`config.mk`:
```
export PLATFORM = sky130hd
export DESIGN_NAME = div_issue_ctrl
export DESIGN_NICKNAME = d
export VERILOG_FILES = /design/src/rtl/div_issue_ctrl.sv
export SDC_FILE = /design/constraint.sdc
export NUM_CORES = 1
export LEC_CHECK = 0
export CELL_PAD_IN_SITES_DETAIL_PLACEMENT = 0
export CELL_PAD_IN_SITES_GLOBAL_PLACEMENT = 1
export CORE_MARGIN = 5
export CORE_UTILIZATION = 30
export CTS_BUF_LIST = sky130_fd_sc_hd__clkbuf_8
export CTS_CLUSTER_DIAMETER = 40
export CTS_CLUSTER_SIZE = 20
export DETAILED_ROUTE_END_ITERATION = 10
export GPL_TIMING_DRIVEN = 0
export PLACE_DENSITY_LB_ADDON = 0.05
export SYNTH_ARGS = -nofsm -noshare
export SYNTH_HDL_FRONTEND = slang
export SYNTH_SLANG_ARGS = --single-unit
```
`constraint.sdc`:
```
create_clock -name clk -period 2.6 [get_ports clk]
set_clock_uncertainty 0.15 [all_clocks]
set_input_delay 0.52 -clock clk [delete_from_list [all_inputs] [get_ports clk]]
set_output_delay 0.52 -clock clk [all_outputs]
set_load 0.005 [all_outputs]
```
`src/rtl/div_issue_ctrl.sv`:
```
// Issue/sequencing controller between execute and the iterative RV32M divider.
// Optional DIV_RESULT_CACHE_EN adds a one-entry cache of the last divider result.
module div_issue_ctrl #(
  parameter int TAG_W       = 5,
  parameter int TIMEOUT_CYC = 64
) (
  input  logic             clk,
  input  logic             reset,
  input  logic             in_valid,
  output logic             in_ready,
  input  logic [31:0]      in_a,
  input  logic [31:0]      in_b,
  input  logic [2:0]       in_funct3,
  input  logic [TAG_W-1:0] in_tag,
  input  logic             flush,
  output logic             out_valid,
  input  logic             out_ready,
  output logic [31:0]      out_res,
  output logic [TAG_W-1:0] out_tag,
  output logic             busy,
  output logic             div_valid,
  output logic [31:0]      div_a,
  output logic [31:0]      div_b,
  output logic [2:0]       div_funct3,
  input  logic [31:0]      div_res,
  input  logic             div_done,
  output logic             timeout_err,
  output logic [2:0]       state_dbg
);

  // Handshakes: a transfer happens on a rising edge where valid && ready are
  // both high; valid never waits on ready, and payload is held while valid
  // is high and ready is low.

  localparam int CNT_W = $clog2(TIMEOUT_CYC + 1);

  typedef enum logic [2:0] {
    S_IDLE   = 3'd0,
    S_LAUNCH = 3'd1,
    S_WAIT   = 3'd2,
    S_DRAIN  = 3'd3,
    S_RESP   = 3'd4
  } state_t;

  state_t            state, state_next;
  logic [CNT_W-1:0]  cnt;
  logic              accept;
  logic              special_hit;
  logic [31:0]       special_res;
  logic              cache_hit;
  logic              cnt_last;
  logic              timeout_hit;
  logic              wait_done;

  assign in_ready  = (state == S_IDLE);
  assign busy      = (state != S_IDLE);
  assign out_valid = (state == S_RESP);
  assign div_valid = (state == S_LAUNCH);
  assign state_dbg = state;

  assign accept    = (state == S_IDLE) && in_valid && !flush;
  assign cnt_last  = (cnt >= CNT_W'(TIMEOUT_CYC - 1));
  assign wait_done = (state == S_WAIT) && !flush && div_done;

  // Divide-by-zero and signed overflow are resolved without the divider.
  always_comb begin
    special_hit = 1'b0;
    special_res = 32'hFFFF_FFFF;
    if (in_b == 32'd0) begin
      special_hit = 1'b1;
      special_res = in_funct3[1] ? in_a : 32'hFFFF_FFFF;
    end else if (!in_funct3[0] && in_a == 32'h8000_0000 && in_b == 32'hFFFF_FFFF) begin
      special_hit = 1'b1;
      special_res = in_funct3[1] ? 32'd0 : 32'h8000_0000;
    end
  end

`ifdef DIV_RESULT_CACHE_EN
  logic        cache_valid;
  logic [31:0] cache_a;
  logic [31:0] cache_b;
  logic [2:0]  cache_f3;
  logic [31:0] cache_res;

  assign cache_hit = cache_valid && (cache_a == in_a) && (cache_b == in_b) &&
                     (cache_f3 == in_funct3);

  // Only results completed in WAIT are kept; drained results are discarded.
  always_ff @(posedge clk) begin
    if (!reset) begin
      cache_valid <= 1'b0;
      cache_a     <= 32'd0;
      cache_b     <= 32'd0;
      cache_f3    <= 3'd0;
      cache_res   <= 32'd0;
    end else if (wait_done) begin
      cache_valid <= 1'b1;
      cache_a     <= div_a;
      cache_b     <= div_b;
      cache_f3    <= div_funct3;
      cache_res   <= div_res;
    end
  end
`else
  assign cache_hit = 1'b0;
`endif

  always_comb begin
    state_next  = state;
    timeout_hit = 1'b0;
    case (state)
      S_IDLE: begin
        if (accept) state_next = (special_hit || cache_hit) ? S_RESP : S_LAUNCH;
      end
      S_LAUNCH: begin
        state_next = flush ? S_DRAIN : S_WAIT;
      end
      S_WAIT: begin
        if (flush) begin
          state_next = S_DRAIN;
        end else if (div_done) begin
          state_next = S_RESP;
        end else if (cnt_last) begin
          state_next  = S_IDLE;
          timeout_hit = 1'b1;
        end
      end
      S_DRAIN: begin
        // The divider cannot be aborted; wait it out and drop its result.
        if (div_done) begin
          state_next = S_IDLE;
        end else if (cnt_last) begin
          state_next  = S_IDLE;
          timeout_hit = 1'b1;
        end
      end
      S_RESP: begin
        if (flush || out_ready) state_next = S_IDLE;
      end
      default: state_next = S_IDLE;
    endcase
  end

  always_ff @(posedge clk) begin
    if (!reset) begin
      state       <= S_IDLE;
      cnt         <= '0;
      timeout_err <= 1'b0;
      div_a       <= 32'd0;
      div_b       <= 32'd0;
      div_funct3  <= 3'd0;
      out_res     <= 32'd0;
      out_tag     <= '0;
    end else begin
      state <= state_next;
      if (accept) begin
        div_a      <= in_a;
        div_b      <= in_b;
        div_funct3 <= in_funct3;
        out_tag    <= in_tag;
        if (special_hit) begin
          out_res <= special_res;
        end
`ifdef DIV_RESULT_CACHE_EN
        else if (cache_hit) begin
          out_res <= cache_res;
        end
`endif
      end
      if (state == S_LAUNCH) begin
        cnt <= '0;
      end else if (state == S_WAIT || state == S_DRAIN) begin
        cnt <= cnt + CNT_W'(1);
      end
      if (wait_done) begin
        out_res <= div_res;
      end
      if (timeout_hit) begin
        timeout_err <= 1'b1;
      end
    end
  end

endmodule
```
* Yosys cells after proc, flatten, opt, wreduce, memory -nomap -nowiden
Cells that the tools add are included.
** Operators by class
- Magnitude comparators :: 1
- Eq/ne operators :: 8
- Add/sub/neg operators :: 1
- Bitwise gates (word level) :: 1
- Mux-type cells :: 22
- Reduce and logical (&&, ||, !) cells :: 18
** Operators by type and width (count)
- $mux 32 :: 7
- $eq 32x32->1 const B :: 2
- $logic_not 32->1 :: 1
- $mux 3 :: 7
- $pmux 3 s5 :: 1
- $add 7x1->7 const B :: 1
- $ge 7x6->1 const B :: 1
- $eq 3x2->1 const B :: 2
- $logic_and 1x1->1 :: 6
- $mux 1 :: 6
- $ne 2x1->1 const B :: 2
- $reduce_and 2->1 :: 2
- $reduce_bool 2->1 :: 2
- $eq 3x1->1 const B :: 1
- $eq 3x3->1 const B :: 1
- $logic_not 3->1 :: 1
- $reduce_bool 3->1 :: 1
- $logic_not 1->1 :: 2
- $logic_or 1x1->1 :: 2
- $pmux 1 s2 :: 1
- $reduce_or 2->1 :: 1
- $not 1->1 :: 1
** Storage, ports and cells
- Logic and storage cells :: 59
- Register bits after elaboration :: 115
- Input port bits :: 110

* Longest topological paths before layout
Gate-level depths: netlist (run 1).
- Word-level depth :: 8
- Mapped depth :: 9
- Mapped depth without buffers :: 6

* Worst setup path after synthesis (run 1)
OpenSTA, ideal clock, no wires.
- Path kind :: input -> register
- From :: in in_a[27]
- To :: reg out_res[11]
- Required time :: 2327 ps
- Path slack :: 295 ps
- Buffers on the path :: 1
- Arrival time :: 2032 ps
- Stages :: 6
- Cells stage by stage :: or4b_1 nor4_1 nand4_1 o31ai_4 buf_2 o21ai_1
** On the way
- Cells in the longest elaborated chain, start to end :: 8
** RTL lines
- start: declaration :: RTL line 11 : input logic [31:0] in_a,
- $eq 32x32->1 (*) :: RTL line 72 : end else if (!in_funct3[0] && in_a == 32'h8000_0000 && in_b == 32'hFFFF_FFFF) begin
- $logic_and 1x1->1 (*) (2 in a row) :: RTL line 72
- $mux 32 :: RTL line 72
- $mux 32 :: RTL line 69 : if (in_b == 32'd0) begin
- $mux 32 :: RTL line 161 : if (special_hit) begin
- $mux 32 :: RTL line 156 : if (accept) begin
- $mux 32 :: RTL line 175 : if (wait_done) begin
- end signal: assignment :: RTL line 162 : out_res <= special_res;
- end signal: assignment :: RTL line 176 : out_res <= div_res;
- end: declaration :: RTL line 18 : output logic [31:0] out_res,
Mark *: on every way between the ends. The rest lies on a longest branch, timed or not. The select of a mux whose other input is x is not followed.
A chain may end at the register's enable or synchronous reset.

* Worst setup path in the final report (run 1)
- From :: in in_a[26]
- To :: reg out_res[30]
The elaborated chain is that of the path after synthesis.

==> summary.md, run 1 <==
| Metric | Value |
|---|---|
| Status | complete, no violations |
| Root cell of the clock tree | clkbuf_8 |
| CTS tree | done |
| First drt pass iteration count | 5 |
| Slew @ Worst Pin | 0.690 ns |
| Sequential element share of the synthesized area | 43.5% |
| Met3 wire length | 1670 µm |
| Vias in the first global route | 5522 |
| H-tree depth | 4 |
| Area contributors post-synth | dfxtp_1 (43%), nand2_1 (13%), a21boi_0 (10%) |
| Met2 WL post-DR | 9390 µm |
| Share of cells above drive strength 1 | 11.2% |
| IO buf count | 221 |
| Initial antenna violation count | 1 |
| Hold depth | 3 |
| Main synth FF type | dfxtp_1 |
| Dpl cell area | 7790 µm² |
| Cts hold-fix bufs | 0 |
| Max Cap Viol | 0 |
| Mapped Avg Cell Area | 8.39 µm² |
| Yosys reg bits | 115 |
| 1st-iter DRT viols | 241 |
| First-pass GRT wire length | 31100 µm |
| Final Hold Vio Count | 0 |
| Vias | 5445 |
| Asr flop ratio synth | 0% |
| GRT Overall Usage | 19.8% |
| Total Nets Final | 987 |
| Fin util | 48.3% |
| Synth Net Count | 742 |
| Setup TNS | 0 ns |
| Top Metal Used | met4 |
| Crit Path Category | primary input to flip-flop |
| Wire length on met1 | 8860 µm |
| Largest net degree at the start of global routing | 17 |
| Vias per inst | 4.89 |
| Final setup fails | 0 |
| Post-synthesis cell type count | 44 |
| Post-route DRC | 0 |
| Worst-path clk slew | 0.07 ns |
| Hpwl dp | 15600 µm |
| Die width | 143 µm |
| Number of flops mapped to enable cells by yosys | 0 |
| Final Non-Filler Cells | 1113 |
| VDD IR max | 0.264 mV |
| Fill cell count | 1693 |
| Die area | 20400 µm² |
| WL final | 20300 µm |
| Die Y | 143 µm |
| Commonest cells post-synth | nand2_1 (181), dfxtp_1 (115), a21boi_0 (72) |
| Part of the cycle the worst path needs | 98.0% |
| R2R cell count | 9 |
| Gp weighted congestion | 0.824 |
| Starting density of the core | 30.6% |
| Worst skew pair latency | 0.43 ns |
| Design area | 8350 µm² |
| WL per Instance | 18.3 µm |
| Yosys top cell area share | 43.5% |
| Final Max Tran Viols | 0 |
| Antenna Nets Post-Route | 0 |
| Synth-to-Final Area Change | 57.7% |
| Sink Count | 115 |
| Largest area contributor in the netlist | dfxtp_1 |
| Relative slew slack | 54.0% |
| Core area | 17300 µm² |
| Leak Pwr | 2.98 nW |
| Worst-path fanout max | 10 |
| Synth Warn # | 0 |
| Synth Instances | 631 |
| CP arrival | 2.71 ns |
| PwrDens | 570 nW/µm² |
| Hold crit path type | primary input to flip-flop |
| Clk buf depth | 2 |
| Setup crit end kind | flip-flop |
| Cell with the most instances after synthesis | nand2_1 |
| Row count | 48 |
| Fin crit period | 2.55 ns |
| Synth Cell Area | 5300 µm² |
| Max Freq | 392 MHz |
| Placed cell count | 1077 |
| CP Launch Type | primary input |
| Worst EP required | 2.76 ns |
| RSZ-0062 raised after global routing | yes |
| Hold WS | 0.269 ns |
| GRT overflow | 0 |
| TritonCTS Buffers | 17 |
| IO Count | 222 |
## per-stage QoR
| step | power (mW) | setup slack, ns |
|---|---|---|
| 4_1_cts | 4.83 | 0.0225 |
| 3_3_place_gp | 2.93 | -0.661 |
| 5_1_grt | 5.01 | -0.0266 |
| 3_5_place_dp | 2.95 | -0.735 |
| 2_1_floorplan | 2.35 | 0.295 |
| 6_report | 4.76 | 0.0521 |
## cell usage in the layout (no fill, tap or decap), types with 3 or more instances in the layout
master | netlist | final
o21ai_1 | 10 | 10
dfxtp_1 | 115 | 115
dlymetal6s2s_1 | 0 | 3
mux2_2 | 31 | 31
nor2_1 | 13 | 12
clkbuf_2 | 0 | 3
buf_4 | 0 | 5
dlygate4sd2_1 | 0 | 4
a21boi_0 | 72 | 72
nor4_1 | 14 | 11
clkbuf_1 | 35 | 32
o21ai_0 | 26 | 26
nand4_1 | 12 | 12
buf_2 | 12 | 9
inv_1 | 3 | 3
nand2b_1 | 33 | 33
clkinv_2 | 0 | 4
buf_6 | 0 | 3
bufinv_16 | 0 | 4
xor2_1 | 5 | 5
clkdlybuf4s50_1 | 0 | 214
clkbuf_8 | 0 | 20
nand2_1 | 181 | 181
o2111ai_1 | 31 | 31
## power by group
part           switching, mW  internal [mW]  total [mW]
clock                  0.740           1.10        1.85
sequential            0.0665           1.87        1.94
combinational          0.453          0.523       0.977
## registers in the layout, summed over array words and instances, names as in the netlist
register	cells
div_a	32
div_b	32
out_res	32
cnt	7
out_tag	5
div_funct3	3
state_dbg	3
timeout_err	1
## cells by family after synthesis
family,count (synthesis),share of synthesized area (%)
muxes,33,6.97
DFF,115,43.5
AOI/OAI and AO/OA,149,20.4
xor gates and xnor gates,6,0.992
adders and majority gates,1,0.236
and+or+nand+nor,276,24.0
buffers and inverters,51,3.90
## worst max-delay path, cell delays in order
cell,delay (ns)
clkdlybuf4s50_1,0.44
or4bb_4,0.57
nor4_4,0.28
nand4_1,0.25
o31ai_4,0.25
buf_4,0.17
buf_6,0.13
o21ai_0,0.09
## worst paths after layout
| kind | startpoint | to | slack (ns) |
|---|---|---|---|
| setup / recovery | in_a[26] | out_res[30] | 0.05 |
| hold / removal | in_a[29] | div_a[29] | 0.27 |
| setup reg to reg | state_dbg[0] | out_res[18] | 0.15 |
| hold reg to reg | div_b[18] | div_b[18] | 0.31 |
## cell type report
| cell class | count | area [µm²] | share of cell area, % |
|---|---|---|---|
| antenna | 1 | 2.50 | 0.0300 |
| sequential | 115 | 2300 | 27.6 |
| clock buffer | 20 | 275 | 3.30 |
| timing repair buffer | 226 | 2250 | 27.0 |
| clock inverter | 10 | 156 | 1.87 |
| multi-input combinational | 465 | 2850 | 34.1 |
| tap | 225 | 282 | 3.37 |
| inverter | 4 | 17.5 | 0.210 |
| buffer | 47 | 214 | 2.56 |
## routing by layer
layer  track usage [%]  up-vias
met3              6.97       31
met1              25.1     2526
li1                  -     2692
met4              7.00        0
met2              31.1      196
met5                 0        -
## timing repair
| action | in CTS | in global routing |
|---|---|---|
| gates resized for setup | 18 | 14 |
| pin swaps | 4 | 2 |
| setup buffers | 5 | 0 |
| setup endpoints to repair | 42 | 47 |
No activity file was read; power rests on OpenSTA's default activity.
==> run 2: changes to the inputs <==
--- a/config.mk
+++ b/config.mk
@@ -14,6 +14,8 @@
 export CTS_CLUSTER_SIZE = 20
 export DETAILED_ROUTE_END_ITERATION = 10
 export GPL_TIMING_DRIVEN = 0
+export HOLD_SLACK_MARGIN = 0.12
+export MAX_ROUTING_LAYER = met4
 export PLACE_DENSITY_LB_ADDON = 0.05
 export SYNTH_ARGS = -nofsm -noshare
 export SYNTH_HDL_FRONTEND = slang
==> run 2 against run 1 <==
  * Cell area stayed put
  * Non-clock buffer count unchanged
  * Count of clock-buffer cells in the layout unchanged
  * Critical endpoint unchanged
  * First-iteration DRC count down 1.7%
  * Core utilization is the same
  * Largest cell class unchanged
  * Sequential share of layout area is the same
  * Wire length shrank 0.30%
  * Setup slack worse by 0.0038 ns
  * Cell count unchanged
  * Critical path depth stayed put
==> summary.md, run 2 (synthesis gave the netlist of run 1 again) <==
| Metric | Value |
|---|---|
| Setup crit end kind | flip-flop |
| Total Nets Final | 987 (unchanged) |
| Dpl ws | -0.735 ns (unchanged) |
| Hpwl dp | 15600 µm (unchanged) |
| CP arrival | 2.72 ns (about the same) |
| Most frequent cells in the layout | clkdlybuf4s50_1 (214), nand2_1 (181), dfxtp_1 (115), a21boi_0 (72), nand2b_1 (33) |
| Hold WS | 0.266 ns (-0.00360 ns) |
| Clk buf depth | 2 (unchanged) |
| Die area | 20400 µm² (unchanged) |
| Synth-to-Final Area Change | 57.7% (unchanged) |
| PwrDens | 570 nW/µm² (about the same) |
| IO buf count | 221 (unchanged) |
| IO Count | 222 (unchanged) |
| GRT overflow | 0 (unchanged) |
| Worst skew pair latency | 0.44 ns (about the same) |
| Sink Count | 115 (unchanged) |
| Max Freq | 392 MHz (-0.15%) |
| 1st-iter DRT viols | 237 (-1.7%) |
| Core area | 17300 µm² (unchanged) |
| RSZ-0062 raised after global routing | yes |
| Fin crit period | 2.55 ns (+0.00376 ns) |
| Commonest non-fill, non-tap cell in the layout | clkdlybuf4s50_1 |
| CTS tree | done |
| TritonCTS Buffers | 17 (unchanged) |
| Starting density of the core | 30.6% (unchanged) |
| First-pass GRT wire length | 31000 µm (-0.33%) |
| Vias | 5432 (-0.24%) |
| Worst-path fanout max | 10 (unchanged) |
| WL per Instance | 18.2 µm (-0.30%) |
| GRT Overall Usage | 20.3% (+0.58 points) |
| Leak Pwr | 2.98 nW (unchanged) |
| Setup TNS | 0 ns (unchanged) |
| Part of the cycle the worst path needs | 98.1% (+0.14 points) |
| Final setup fails | 0 (unchanged) |
| Die width | 143 µm (unchanged) |
| Largest net degree at the start of global routing | 17 (unchanged) |
| Fin util | 48.3% (unchanged) |
| Relative slew slack | 54.3% (+0.29 points) |
| WL final | 20300 µm (-0.30%) |
| Vias per inst | 4.88 (-0.24%) |
| Share of cells above drive strength 1 | 11.2% (unchanged) |
| Gp weighted congestion | 0.837 (+1.5%) |
| Status | complete, no violations |
| Antenna Nets Post-Route | 0 (unchanged) |
| Die Y | 143 µm (unchanged) |
| Row count | 48 (unchanged) |
| Final Hold Vio Count | 0 (unchanged) |
| Max Cap Viol | 0 (unchanged) |
| Final Max Tran Viols | 0 (unchanged) |
| Worst Slack Setup Final | 0.0483 ns (-0.00376 ns) |
| Initial antenna violation count | 1 (unchanged) |
| Crit Path Category | primary input to flip-flop |
| Overall power | 4.76 mW (about the same) |
| First drt pass iteration count | 5 (unchanged) |
| Largest registers | div_a x32, div_b x32, out_res x32 |
| CP Launch Type | primary input |
| Worst EP required | 2.77 ns (about the same) |
| VDD IR max | 0.267 mV (+1.1%) |
| Cts hold-fix bufs | 0 (unchanged) |
| Root cell of the clock tree | clkbuf_8 |
| Post-route DRC | 0 (unchanged) |
| Slew @ Worst Pin | 0.686 ns (-0.00431 ns) |
| Vias in the first global route | 5558 (+0.65%) |
| Hold crit path type | primary input to flip-flop |
| Worst-path clk slew | 0.07 ns (about the same) |
| H-tree depth | 4 (unchanged) |
run 2: routing by layer:
layer,GRT usage [%],share of wire [%],up-vias
met4,6.85,2.0,0
li1,-,-,2696
met5,-,0,-
met1,25.5,44,2511
met3,6.33,7.5,33
met2,31.2,46,192
run 2: critical path, cell delays in order:
cell and delay (ns):
clkdlybuf4s50_1 0.44, or4bb_4 0.57, nor4_4 0.28, nand4_1 0.26, o31ai_4 0.25, buf_4 0.17
buf_6 0.13, o21ai_0 0.09
run 2: per-stage QoR:
step / cells / cell area [µm²]
2_1_floorplan: 631 / 5300
3_3_place_gp: 1077 / 7790
3_5_place_dp: 1077 / 7790
4_1_cts: 1112 / 8310
5_1_grt: 1113 / 8350
6_report: 1113 / 8350
run 2: worst paths after layout:
kind	start	end	slack (ns)	depth (start not counted)
max	in_a[26]	out_res[30]	0.05	8
min	in_a[29]	div_a[29]	0.27	3
max reg2reg	state_dbg[0]	out_res[23]	0.17	9
min reg2reg	div_b[18]	div_b[18]	0.31	2
run 2: cell type report:
| cell class | instances | area, µm² |
|---|---|---|
| inverter | 4 | 17.5 |
| fill | 1693 | 8940 |
| sequential | 115 | 2300 |
| tap | 225 | 282 |
| timing repair buffer | 226 | 2250 |
| antenna | 1 | 2.50 |
| clock inverter | 10 | 156 |
| multi-input combinational | 465 | 2850 |
| buffer | 47 | 214 |
| clock buffer | 20 | 275 |
run 2: where the power goes:
| part | switching (mW) | internal [mW] |
|---|---|---|
| registers | 0.0664 | 1.87 |
| clock network | 0.743 | 1.10 |
| logic | 0.453 | 0.523 |
| total | 1.26 | 3.50 |
run 2: timing repair:
action                     in CTS  in global routing
setup buffers                   5                  0
resized for setup              18                 14
pin swaps                       4                  2
setup endpoints to repair      42                 47
